<file path="src/rtl/uart_pkg.sv">
// uart_pkg: shared UART transmitter state encoding, parity constants and default widths
package uart_pkg;
  localparam int DEF_DATA_WIDTH = 8;
  localparam int DEF_PRESCALE_W = 6;
  localparam logic PAR_EVEN = 1'b0;
  localparam logic PAR_ODD  = 1'b1;
  typedef enum logic [2:0] {
    IDLE   = 3'd0,
    START  = 3'd1,
    DATA   = 3'd2,
    PARITY = 3'd3,
    STOP   = 3'd4
  } tx_state_e;
endpackage

</file>
<file path="src/rtl/uart_tx_if.sv">
// uart_tx_if: byte-source request bundle (P_DATA/Data_Valid/PAR_EN/PAR_TYP/Prescale in, TX_OUT/Busy out)
interface uart_tx_if
  import uart_pkg::*;
#(
  parameter int DATA_WIDTH = DEF_DATA_WIDTH,
  parameter int PRESCALE_W = DEF_PRESCALE_W
);
  logic [DATA_WIDTH-1:0] P_DATA;
  logic                  Data_Valid;
  logic                  PAR_EN;
  logic                  PAR_TYP;
  logic [PRESCALE_W-1:0] Prescale;
  logic                  TX_OUT;
  logic                  Busy;
  modport master (output P_DATA, Data_Valid, PAR_EN, PAR_TYP, Prescale, input TX_OUT, Busy);
  modport slave  (input P_DATA, Data_Valid, PAR_EN, PAR_TYP, Prescale, output TX_OUT, Busy);
endinterface

</file>
<file path="src/rtl/uart_tx_bit_timer.sv">
// uart_tx_bit_timer: bit-period counter; ports clk/rst_n, en_i (frame active), clr_i (accept), data_en_i (in DATA), eff_ps_i -> bit_done_o, bit_idx_o
module uart_tx_bit_timer
  import uart_pkg::*;
#(
  parameter int DATA_WIDTH = DEF_DATA_WIDTH,
  parameter int PRESCALE_W = DEF_PRESCALE_W,
  parameter int IW         = $clog2(DATA_WIDTH)
) (
  input  logic                  clk,
  input  logic                  rst_n,
  input  logic                  en_i,
  input  logic                  clr_i,
  input  logic                  data_en_i,
  input  logic [PRESCALE_W-1:0] eff_ps_i,
  output logic                  bit_done_o,
  output logic [IW-1:0]         bit_idx_o
);
  logic [PRESCALE_W-1:0] cnt_q, cnt_d;
  logic [IW-1:0]         idx_q, idx_d;
  always_comb begin
    bit_done_o = en_i && (cnt_q == eff_ps_i - PRESCALE_W'(1));
    cnt_d      = (clr_i || !en_i || bit_done_o) ? '0 : cnt_q + PRESCALE_W'(1);
    idx_d      = clr_i ? '0 : (bit_done_o && data_en_i) ? idx_q + IW'(1) : idx_q;
  end
  always_ff @(posedge clk or negedge rst_n) begin
    if (!rst_n) begin
      cnt_q <= '0;
      idx_q <= '0;
    end else begin
      cnt_q <= cnt_d;
      idx_q <= idx_d;
    end
  end
  assign bit_idx_o = idx_q;
endmodule

</file>
<file path="src/rtl/uart_tx.sv">
// uart_tx: UART transmitter; CLK/RST (async active-low) plus slave bundle tx (byte request in, registered TX_OUT/Busy out)
module uart_tx
  import uart_pkg::*;
#(
  parameter int DATA_WIDTH = DEF_DATA_WIDTH,
  parameter int PRESCALE_W = DEF_PRESCALE_W
) (
  input logic      CLK,
  input logic      RST,
  uart_tx_if.slave tx
);
  localparam int IW = $clog2(DATA_WIDTH);
  tx_state_e             state_q, state_d;
  logic [DATA_WIDTH-1:0] shreg_q, shreg_d;
  logic [PRESCALE_W-1:0] eff_ps_q, eff_ps_d;
  logic                  par_en_q, par_en_d;
  logic                  par_bit_q, par_bit_d;
  logic                  tx_q, tx_d;
  logic                  busy_q, busy_d;
  logic                  accept, bit_done, last_bit;
  logic [IW-1:0]         bit_idx;
  assign accept   = tx.Data_Valid && (state_q == IDLE);
  assign last_bit = bit_idx == IW'(DATA_WIDTH - 1);
  uart_tx_bit_timer #(
    .DATA_WIDTH(DATA_WIDTH),
    .PRESCALE_W(PRESCALE_W),
    .IW        (IW)
  ) u_timer (
    .clk       (CLK),
    .rst_n     (RST),
    .en_i      (state_q != IDLE),
    .clr_i     (accept),
    .data_en_i (state_q == DATA),
    .eff_ps_i  (eff_ps_q),
    .bit_done_o(bit_done),
    .bit_idx_o (bit_idx)
  );
  always_comb begin
    state_d   = state_q;
    shreg_d   = shreg_q;
    eff_ps_d  = eff_ps_q;
    par_en_d  = par_en_q;
    par_bit_d = par_bit_q;
    case (state_q)
      IDLE: if (accept) begin
        state_d   = START;
        shreg_d   = tx.P_DATA;
        par_en_d  = tx.PAR_EN;
        par_bit_d = (tx.PAR_TYP == PAR_ODD) ? ~^tx.P_DATA : ^tx.P_DATA;
        eff_ps_d  = (tx.Prescale == '0) ? PRESCALE_W'(1) : tx.Prescale;
      end
      START:  if (bit_done) state_d = DATA;
      DATA: if (bit_done) begin
        shreg_d = shreg_q >> 1;
        if (last_bit) state_d = par_en_q ? PARITY : STOP;
      end
      PARITY: if (bit_done) state_d = STOP;
      STOP:   if (bit_done) state_d = IDLE;
      default: state_d = IDLE;
    endcase
    // Outputs are computed from the next state so the registered line changes on the same edge as the state.
    tx_d   = (state_d == START)  ? 1'b0 :
             (state_d == DATA)   ? shreg_d[0] :
             (state_d == PARITY) ? par_bit_d : 1'b1;
    busy_d = state_d != IDLE;
  end
  always_ff @(posedge CLK or negedge RST) begin
    if (!RST) begin
      state_q   <= IDLE;
      shreg_q   <= '0;
      eff_ps_q  <= '0;
      par_en_q  <= 1'b0;
      par_bit_q <= 1'b0;
      tx_q      <= 1'b1;
      busy_q    <= 1'b0;
    end else begin
      state_q   <= state_d;
      shreg_q   <= shreg_d;
      eff_ps_q  <= eff_ps_d;
      par_en_q  <= par_en_d;
      par_bit_q <= par_bit_d;
      tx_q      <= tx_d;
      busy_q    <= busy_d;
    end
  end
  assign tx.TX_OUT = tx_q;
  assign tx.Busy   = busy_q;
endmodule

</file>
<file path="src/flat_wrapper.sv">
// flat-port wrapper written by rule: the top's interface ports become plain ports
module uart_tx_flat import uart_pkg::*;
#(
  parameter int DATA_WIDTH = DEF_DATA_WIDTH,
  parameter int PRESCALE_W = DEF_PRESCALE_W
)
  (CLK, RST, tx_P_DATA, tx_Data_Valid, tx_PAR_EN, tx_PAR_TYP, tx_Prescale, tx_TX_OUT, tx_Busy);
  uart_tx_if #(.DATA_WIDTH(DATA_WIDTH), .PRESCALE_W(PRESCALE_W)) tx_i ();
  input logic CLK;
  input logic RST;
  input wire logic [$bits(tx_i.P_DATA)-1:0] tx_P_DATA;
  input wire logic [$bits(tx_i.Data_Valid)-1:0] tx_Data_Valid;
  input wire logic [$bits(tx_i.PAR_EN)-1:0] tx_PAR_EN;
  input wire logic [$bits(tx_i.PAR_TYP)-1:0] tx_PAR_TYP;
  input wire logic [$bits(tx_i.Prescale)-1:0] tx_Prescale;
  output wire logic [$bits(tx_i.TX_OUT)-1:0] tx_TX_OUT;
  output wire logic [$bits(tx_i.Busy)-1:0] tx_Busy;
  assign tx_i.P_DATA = tx_P_DATA;
  assign tx_i.Data_Valid = tx_Data_Valid;
  assign tx_i.PAR_EN = tx_PAR_EN;
  assign tx_i.PAR_TYP = tx_PAR_TYP;
  assign tx_i.Prescale = tx_Prescale;
  assign tx_TX_OUT = tx_i.TX_OUT;
  assign tx_Busy = tx_i.Busy;
  uart_tx #(.DATA_WIDTH(DATA_WIDTH), .PRESCALE_W(PRESCALE_W)) u_core (.CLK(CLK), .RST(RST), .tx(tx_i));
endmodule
</file>
<file path="config.mk">
export PLATFORM = sky130hd
export DESIGN_NAME = uart_tx_flat
export DESIGN_NICKNAME = d
export VERILOG_FILES = /design/src/rtl/uart_pkg.sv /design/src/rtl/uart_tx_if.sv /design/src/rtl/uart_tx_bit_timer.sv /design/src/rtl/uart_tx.sv /design/src/flat_wrapper.sv
export SDC_FILE = /design/constraint.sdc
export NUM_CORES = 1
export LEC_CHECK = 0
export ABC_CLOCK_PERIOD_IN_PS = 2300
export BUFFER_PORTS_ARGS = -buffer_cell sky130_fd_sc_hd__clkbuf_2
export CORE_ASPECT_RATIO = 0.8
export CORE_MARGIN = 3
export CORE_UTILIZATION = 51
export DETAILED_ROUTE_END_ITERATION = 16
export PLACE_DENSITY = 0.75
export RECOVER_POWER = 50
export REMOVE_ABC_BUFFERS = 1
export SLEW_MARGIN = 20
export SYNTH_ARGS = -nofsm -noshare
export SYNTH_HDL_FRONTEND = slang
export SYNTH_SLANG_ARGS = --single-unit
</file>
<file path="constraint.sdc">
create_clock -name CLK -period 2.3 [get_ports CLK]
set_clock_uncertainty 0.05 [all_clocks]
set_input_delay 0.46 -clock CLK [delete_from_list [all_inputs] [get_ports CLK]]
set_output_delay 0.46 -clock CLK [all_outputs]
set_load 0.02 [all_outputs]
</file>
==> results of run 1 <==
## worst max-delay path: cells and delay by family, from the launching register on
family,cells,cell delay [ns]
simple gates,3,1.24
flops,1,0.38
compound gates,1,0.19
buf+inv,1,0.17
xor+xnor,1,0.16
mux,1,0.11
## sequential cells by signal, indices dropped and copies added, names as in the netlist
register,count
u_core.eff_ps_q,6
u_core.par_bit_q,1
u_core.par_en_q,1
u_core.shreg_q,8
u_core.state_q,3
u_core.tx.Busy,1
u_core.tx.TX_OUT,1
u_core.u_timer.bit_idx_o,3
u_core.u_timer.cnt_q,6
## metal layers
metal,track usage,part of all wire,vias up
li1,-,-,616
met1,0.274,0.45,625
met2,0.329,0.48,41
met3,0.0698,0.051,8
met4,0.0780,0.018,0
met5,0,0,-
## repair_timing
| item | 4_1_cts | 5_1_grt |
|---|---|---|
| endpoints found under the setup margin | 10 | 13 |
| hold endpoints to repair | 0 | 0 |
| buffers inserted | 3 | 0 |
| pin swaps | 6 | 1 |
| gates resized for setup | 10 | 1 |
## how the worst max path moves through the flow
stage | end | start | cells past startpoint
floorplan | u_core.shreg_q[1] | u_core.eff_ps_q[2] | 6
global placement | u_core.shreg_q[1] | u_core.eff_ps_q[2] | 7
detailed placement | u_core.tx.TX_OUT | u_core.eff_ps_q[2] | 7
CTS | u_core.tx.Busy | u_core.eff_ps_q[0] | 8
global route | u_core.tx.Busy | u_core.eff_ps_q[0] | 8
finish | u_core.tx.TX_OUT | u_core.eff_ps_q[2] | 7
## kinds of logic after synthesis
group,synth area share
buffers and inverters,0.0368
adders and majority gates,0.0307
AOI/OAI and AO/OA,0.127
xor gates and xnor gates,0.121
muxes,0.0529
and+or+nand+nor,0.170
DFF,0.461
## Yosys cell counts, drive strengths merged (3+ instances only)
| cell | n | share of area |
|---|---|---|
| nand2 | 11 | 0.027 |
| a21o | 7 | 0.032 |
| nor3 | 3 | 0.012 |
| clkbuf | 5 | 0.012 |
| mux2 | 5 | 0.035 |
| mux2i | 3 | 0.018 |
| a22o | 6 | 0.032 |
| xnor2 | 13 | 0.070 |
| dfrtp | 29 | 0.44 |
| nand3 | 5 | 0.015 |
| o21ai | 7 | 0.021 |
| xor2 | 7 | 0.038 |
| nor2 | 16 | 0.038 |
| ha | 4 | 0.031 |
| or3 | 3 | 0.015 |
| inv | 7 | 0.016 |
## layout by cell type, fill, tap and decap left out, types with 7 or more instances in the layout
cell type  instances
clkbuf_8           8
buf_4             17
dfrtp_1           29
a21o_1             7
nand2_1           10
xnor2_1           13
nor2_1            14
clkbuf_2          19
xor2_1             7
## layout make-up
| class | instances | area [sq um] |
|---|---|---|
| fillers | 222 | 847 |
| repair buffers | 37 | 226 |
| multi-input cells | 113 | 883 |
| well taps | 38 | 47.5 |
| clock buffers | 8 | 110 |
| inverters | 7 | 26.3 |
| flip-flops and latches | 30 | 752 |
## power by group
group,internal (uW),total [uW],switching (uW)
combinational,779,1550,775
sequential,769,979,210
clock,302,499,197
total,1850,3030,1180
## stage by stage
step | hold slack [ns] | util
2_1_floorplan | 0.114 | -
3_3_place_gp | 0.409 | 0.640
3_5_place_dp | 0.419 | 0.640
4_1_cts | 0.210 | 0.706
5_1_grt | 0.363 | 0.707
6_report | 0.354 | 0.707
==> flow_metrics.py, run 1 <==
metrics = {
    "layout": {
        "syn2layout_area_growth_pct": 25.4,
        "final_area_sq_um": 2050,
        "drive_above_1_share": 0.328,
        "antennaDiodeCount": 0,
        "stdcell_count": 233,
        "fin_nets": 217,
    },
    "setup_path": {
        "worst-path-max-fanout": 3,
        "end_kind": "register",
        "reg2reg_to": "u_core.tx.TX_OUT",
        "path_class": "register to register",
        "rr_worst_depth": 7,
        "worstPathCellList": "or3_4 -> xnor2_1 -> or4_4 -> buf_4 -> o211ai_2 -> nor4b_4 -> mux2i_1",
        "cp-start-kind": "register",
        "required_ns": 2.45,
        "cpPeakStageDelay_ns": 0.59,
        "cp.arrival_ns": 2.54,
        "ff2ff_setup_slack_ns": -0.09,
        "reg2reg_from": "u_core.eff_ps_q[2]",
        "slowest_stage": "or4_4",
    },
    "synth": {
        "synthArstFlopShare": 1.00,
        "synth-edff-count": 0,
        "avgSynthCellArea_sq_um": 10.4,
        "ys.flop_type": "dfrtp_1",
        "syn-instance-count": 157,
        "yosysWarnings": 0,
        "ys_seq_area_frac": 0.461,
        "synth_area_sq_um": 1630,
        "synth_seq_cells": 30,
        "ys_types": 45,
    },
    "routing": {
        "firstDrtPassIters": 4,
        "num_vias": 1290,
        "ant_nets": 0,
        "drtIter0Drc": 99,
        "drcViolationCount": 0,
        "routed_wl_um": 3730,
        "detail_route.wl_per_cell_um": 16.0,
        "viasPerCell": 5.54,
    },
    "floorplan": {
        "start_util": 0.564,
        "design.core.area_sq_um": 2890,
        "die_h_um": 56.6,
        "io_pins": 21,
        "die_w_um": 69.2,
        "num_rows": 17,
        "die_area_sq_um": 3920,
    },
    "hold_path": {
        "min_path_cells": 3,
        "hold_path_end": "u_core.eff_ps_q[1]",
        "hold_start": "tx_Prescale[1]",
        "hp-class": "input port to register",
    },
    "timing": {
        "layout_min_cycle_time_ns": 2.39,
        "fin_tns_setup_ns": -0.287,
        "setup_viol": 10,
        "worst_pin_slew_ns": 1.63,
        "min_period_over_period": 1.04,
        "layout_setup_ws_ns": -0.0886,
        "grt_setup_unrepaired": "yes",
        "slew_headroom": -0.0893,
        "hold_viol_final": 0,
        "max_freq_mhz": 419,
        "drv_slew": 31,
    },
    "place": {
        "dpl.hpwl_um": 2540,
        "place_ws_ns": -0.0991,
        "placedCellCount": 222,
        "portBuffers": 20,
        "detailed_place.area_sq_um": 1850,
        "place.gp.congestion": 0.947,
    },
    "cts": {
        "h-tree-depth": 2,
        "postCtsHoldBufs": 0,
        "numCtsBuffers": 5,
        "cts_buffer_depth": 2,
        "clk_latency_ns": 0.29,
        "ctsRootBufferMaster": "clkbuf_8",
        "clkSinkCount": 30,
        "cts_tree": "done",
        "clk_pin_slew_ns": 0.06,
    },
    "run_status": {
        "violations": "capacitance limit, slew limit, setup timing",
        "status": "finished with violations",
    },
    "power": {
        "ir_worst_vdd_mv": 0.822,
        "finalPower_uw": 3030,
        "p_leak_uw": 0.000992,
        "p_per_area_nw_per_um2": 1480,
    },
    "global_routing": {
        "antenna_found_initial": 0,
        "grt_pass1_vias": 1339,
        "grt_max_degree": 31,
        "track_usage": 0.211,
        "grt_pass1_wl_um": 6450,
        "overflow": 0,
    },
    "run": {
        "maxCapViolCount": 1,
    },
}
(Power assumes the default switching activity.)
==> inputs of run 2 (changes only) <==
CELL_PAD_IN_SITES_DETAIL_PLACEMENT = 1   (was not set)
CELL_PAD_IN_SITES_GLOBAL_PLACEMENT = 1   (was not set)
CORE_UTILIZATION = 40   (was 51)
PLACE_DENSITY = 0.74   (was 0.75)
==> run 2 against run 1 <==
The flow still finishes with violations (capacitance limit, slew limit, setup timing); count of clock-buffer cells in the layout fell by 2; critical path depth did not move; global-route usage fell by 2.9 points; sequential share of layout area fell by 1.1 points; combinational power rose by 9%; core utilization fell by 16 points; clock power rose by 8.2%; non-clock buffer count fell by 1; maximum frequency rose by 0.48%.
==> flow_metrics.py, run 2 (same netlist as run 1, synthesis figures left out) <==
metrics = {
    "routing": {
        "routed_wl_um": 4010,
        "ant_nets": 0,
        "detail_route.wl_per_cell_um": 16.1,
        "drcViolationCount": 0,
        "firstDrtPassIters": 4,
        "num_vias": 1292,
        "viasPerCell": 5.21,
        "drtIter0Drc": 45,
    },
    "global_routing": {
        "grt_max_degree": 31,
        "overflow": 0,
        "grt_pass1_wl_um": 6870,
        "grt_pass1_vias": 1382,
        "track_usage": 0.183,
        "antenna_found_initial": 0,
    },
    "place": {
        "dpl.hpwl_um": 2940,
        "place_ws_ns": -0.130,
        "portBuffers": 20,
        "place.gp.congestion": 0.861,
    },
    "layout": {
        "final_cell_mix": "29 x dfrtp_1, 19 x clkbuf_2, 14 x nor2_1",
        "fin_nets": 216,
        "antennaDiodeCount": 0,
        "top_register": "u_core.shreg_q",
        "final_common_cell": "dfrtp_1",
        "largestRegisters": "u_core.shreg_q x8, u_core.eff_ps_q x6, u_core.u_timer.cnt_q x6",
        "largest_reg_flops": 8,
        "syn2layout_area_growth_pct": 29.3,
        "drive_above_1_share": 0.337,
    },
    "setup_path": {
        "slowest_stage": "or4_4",
        "required_ns": 2.42,
        "end_kind": "register",
        "worstPathCellList": "buf_6 -> or3_4 -> xnor2_2 -> or4_4 -> nor2_4 -> a221o_2 -> or3b_1",
        "reg2reg_to": "u_core.tx.Busy",
        "cpPeakStageDelay_ns": 0.53,
        "cp.arrival_ns": 2.49,
        "critPathLaunch": "u_core.eff_ps_q[0]",
        "cp.depth": 7,
        "critPathTopFamily": "simple AND/OR/NAND/NOR gates",
        "path_class": "register to register",
        "cp-start-kind": "register",
        "worst-path-max-fanout": 4,
        "critPathBufInv": 1,
        "reg2reg_from": "u_core.eff_ps_q[0]",
        "rr_worst_depth": 7,
        "ff2ff_setup_slack_ns": -0.08,
    },
    "cts": {
        "h-tree-depth": 2,
        "ctsRootBufferMaster": "clkbuf_8",
        "clk_pin_slew_ns": 0.06,
        "clk_latency_ns": 0.29,
        "postCtsHoldBufs": 0,
        "cts_buffer_depth": 2,
        "cts_tree": "done",
        "clkSinkCount": 30,
        "numCtsBuffers": 5,
    },
    "run": {
        "maxCapViolCount": 1,
    },
    "timing": {
        "min_period_over_period": 1.03,
        "layout_min_cycle_time_ns": 2.38,
        "slew_headroom": -0.100,
        "worst_pin_slew_ns": 1.65,
        "drv_slew": 31,
        "setup_viol": 9,
        "grt_setup_unrepaired": "yes",
        "layout_setup_ws_ns": -0.0773,
        "hold_slack_ns": 0.333,
        "fin_tns_setup_ns": -0.276,
        "hold_viol_final": 0,
        "max_freq_mhz": 421,
    },
    "floorplan": {
        "io_pins": 21,
        "start_util": 0.423,
        "num_rows": 20,
        "design.core.area_sq_um": 3850,
        "die_h_um": 63.1,
        "die_w_um": 77.4,
        "die_area_sq_um": 4890,
    },
    "power": {
        "ir_worst_vdd_mv": 0.603,
        "p_leak_uw": 0.00101,
        "p_per_area_nw_per_um2": 1530,
    },
    "hold_path": {
        "hold_start": "tx_PAR_EN",
        "hold_path_end": "u_core.par_en_q",
        "min_path_cells": 3,
        "hp-class": "input port to register",
    },
    "run_status": {
        "status": "finished with violations",
        "violations": "capacitance limit, slew limit, setup timing",
    },
}
[run 2: stage by stage]
step	utilization	instances	power [uW]	cell area (sq um)
3_3_place_gp	0.486	239	2240	1870
2_1_floorplan	-	150	1810	1600
6_report	0.547	248	3220	2110
4_1_cts	0.534	248	3090	2060
5_1_grt	0.547	248	3470	2110
3_5_place_dp	0.486	239	2350	1870
[run 2: power breakdown]
| part | internal, uW | total [uW] | switching (uW) |
|---|---|---|---|
| registers | 768 | 989 | 220 |
| clock network | 346 | 540 | 194 |
| logic | 840 | 1690 | 853 |
[run 2: area by class of cell]
type | instances | area (sq um)
multi-input combinational | 113 | 916
clock inverter | 1 | 30.0
clock buffer | 6 | 82.6
timing repair buffer | 36 | 234
sequential | 30 | 752
tap | 55 | 68.8
inverter | 7 | 26.3
fill | 444 | 1740
[run 2: timing repair]
action	CTS	global route
buffers inserted	2	0
pin swaps	5	3
hold endpoints to repair	0	0
setup endpoints to repair	10	15
cloned	0	0
resized for setup	9	12
[run 2: metal layers]
metal  global-route usage  part of all wire  vias up
met1                0.231              0.47      649
li1                     -                 -      619
met2                0.294              0.48       16
met3               0.0443             0.029        8
met5                    0                 0        -
met4               0.0867             0.021        0
[run 2: worst max-delay path by stage]
stage / to / slack [ns]
6_report: u_core.tx.Busy / -0.08
4_1_cts: u_core.tx.TX_OUT / -0.05
3_3_place_gp: u_core.shreg_q[6] / -0.05
5_1_grt: u_core.tx.Busy / -0.19
3_5_place_dp: u_core.tx.TX_OUT / -0.13
2_1_floorplan: u_core.shreg_q[1] / -0.33
[run 2: tightest hold or removal path, stage by stage]
cell and delay (ns):
clkbuf_2 0.08, nand2_1 0.04, o21ai_0 0.06
==> inputs of run 3 (changes only) <==
GPL_ROUTABILITY_DRIVEN = 0   (was not set)
HOLD_SLACK_MARGIN = 0.08   (was not set)
SKIP_CTS_REPAIR_TIMING = 1   (was not set)
==> run 3 against run 2 <==
The flow still finishes with violations (capacitance limit, slew limit, setup timing); power shrank 1.0%; count of clock-buffer cells in the layout is the same; maximum frequency shrank 0.33%; critical path depth grew 1; global-route usage shrank 0.74 points; via count shrank 1.1%; combinational power is essentially flat; largest cell class unchanged; sequential power is essentially flat; sequential cell count is the same; worst setup slack lost 0.0079 ns.
==> flow_metrics.py, run 3 (same netlist as run 1, synthesis figures left out) <==
metrics = {
    "layout": {
        "final_area_sq_um": 2090,
        "syn2layout_area_growth_pct": 28.3,
        "drive_above_1_share": 0.326,
        "final_common_cell": "dfrtp_1",
        "final_cell_mix": "29 x dfrtp_1, 19 x clkbuf_2, 16 x buf_4",
        "fillers": 428,
        "largest_reg_flops": 8,
        "antennaDiodeCount": 0,
        "largestRegisters": "u_core.shreg_q x8, u_core.eff_ps_q x6, u_core.u_timer.cnt_q x6",
        "fin_nets": 216,
        "top_register": "u_core.shreg_q",
        "fin_util": 0.543,
    },
    "power": {
        "p_switching_uw": 1260,
        "p_sw_frac": 0.396,
        "ir_worst_vdd_mv": 0.644,
        "p_clk_frac": 0.169,
        "p_leak_uw": 0.00101,
        "p_comb_frac": 0.521,
        "power_frac_seq": 0.310,
        "p_per_area_nw_per_um2": 1520,
        "internal_power_uw": 1930,
    },
    "floorplan": {
        "die_w_um": 77.4,
        "num_rows": 20,
        "die_area_sq_um": 4890,
        "design.core.area_sq_um": 3850,
        "io_pins": 21,
        "die_h_um": 63.1,
        "start_util": 0.423,
    },
    "routing": {
        "dr_wl_met3_um": 120,
        "met1_length_um": 1850,
        "drtIter0Drc": 35,
        "routed_wl_um": 3990,
        "firstDrtPassIters": 4,
        "wl_met2_um": 1900,
        "drcViolationCount": 0,
        "top_layer_used": "met4",
        "viasPerCell": 5.15,
        "ant_nets": 0,
        "num_vias": 1278,
        "detail_route.wl_per_cell_um": 16.1,
    },
    "cts": {
        "cts_tree": "done",
        "numCtsBuffers": 5,
        "cts_buffer_depth": 2,
        "clk_pin_slew_ns": 0.06,
        "ctsRootBufferMaster": "clkbuf_8",
        "clk_latency_ns": 0.29,
        "clkSinkCount": 30,
        "h-tree-depth": 2,
    },
    "global_routing": {
        "overflow": 0,
        "antenna_found_initial": 0,
        "grt_max_degree": 31,
        "track_usage": 0.175,
        "grt_pass1_vias": 1341,
        "grt_pass1_wl_um": 6570,
    },
    "timing": {
        "layout_min_cycle_time_ns": 2.39,
        "fin_tns_setup_ns": -0.133,
        "drv_slew": 31,
        "max_freq_mhz": 419,
        "slew_headroom": -0.0891,
        "hold_viol_final": 0,
        "setup_viol": 3,
        "worst_pin_slew_ns": 1.63,
        "grt_setup_unrepaired": "yes",
        "layout_setup_ws_ns": -0.0852,
        "min_period_over_period": 1.04,
    },
    "run_status": {
        "status": "finished with violations",
        "violations": "capacitance limit, slew limit, setup timing",
    },
    "setup_path": {
        "cp-start-kind": "register",
        "required_ns": 2.45,
        "critPathBufInv": 2,
        "path_class": "register to register",
        "cpPeakStageDelay_ns": 0.58,
        "slowest_stage": "or4_4",
        "cp.arrival_ns": 2.53,
        "end_kind": "register",
        "critPathTopFamily": "simple AND/OR/NAND/NOR gates",
        "worstPathCellList": "or3_4 -> xnor2_1 -> or4_4 -> buf_4 -> o211ai_2 -> buf_4 -> nand2_1 -> mux2i_1",
        "worst-path-max-fanout": 4,
        "cpMostUsedCell": "buf_4",
    },
    "hold_path": {
        "hp-class": "input port to register",
    },
    "run": {
        "maxCapViolCount": 1,
    },
    "place": {
        "dpl.hpwl_um": 2940,
        "portBuffers": 20,
        "detailed_place.area_sq_um": 1870,
    },
}
run 3: cell counts in the layout (fill, tap and decap cells not counted):
No cell type changed its count.
run 3: worst register-to-register path: cells and delay by family (launching register included):
| family | cells | cell delay [ns] |
|---|---|---|
| buffers and inverters | 2 | 0.31 |
| XOR/XNOR | 1 | 0.15 |
| AO/OA/AOI/OAI | 1 | 0.18 |
| AND/OR/NAND/NOR | 3 | 1.05 |
| flip-flops | 1 | 0.38 |
| multiplexers | 1 | 0.18 |
run 3: metrics by stage:
stage	setup slack [ns]	cells	total power (uW)	hold WS [ns]
after floorplan	-0.335	150	1810	0.114
after global placement	-0.0469	239	2240	0.409
after detailed placement	-0.130	239	2350	0.418
after CTS	-0.143	246	2910	0.196
after global routing	-0.181	248	3450	0.353
final	-0.0852	248	3190	0.339
run 3: layout make-up:
class	instances	area (sq um)	share of cell area
Tap cell	55	68.8	0.0329
Inverter	7	26.3	0.0126
Clock inverter	1	30.0	0.0143
Timing Repair Buffer	36	219	0.105
Sequential cell	30	752	0.359
Multi-Input combinational cell	113	915	0.437
Clock buffer	6	82.6	0.0395
run 3: final timing paths:
path	from	to	slack [ns]	cells past startpoint
max	u_core.eff_ps_q[2]	u_core.tx.TX_OUT	-0.09	8
min	tx_PAR_EN	u_core.par_en_q	0.34	3
max reg2reg	u_core.eff_ps_q[2]	u_core.tx.TX_OUT	-0.09	8
min reg2reg	u_core.shreg_q[4]	u_core.shreg_q[4]	0.43	1
max in group asynchronous	RST	u_core.u_timer.cnt_q[2]	0.72	1
min in group asynchronous	RST	u_core.tx.Busy	0.54	1
run 3: power groups by stage:
| stage | Clock (uW) | Sequential (uW) | Combinational [uW] |
|---|---|---|---|
| 2_1_floorplan | 0 | 941 | 868 |
| 3_3_place_gp | 0 | 961 | 1280 |
| 3_5_place_dp | 0 | 983 | 1370 |
| 4_1_cts | 556 | 976 | 1380 |
| 5_1_grt | 575 | 1030 | 1840 |
| 6_report | 539 | 989 | 1660 |
run 3: metal layers:
layer	GRT usage	vias to the layer above
li1	-	616
met1	0.227	634
met2	0.273	18
met3	0.0443	10
met4	0.0867	0
met5	0	-
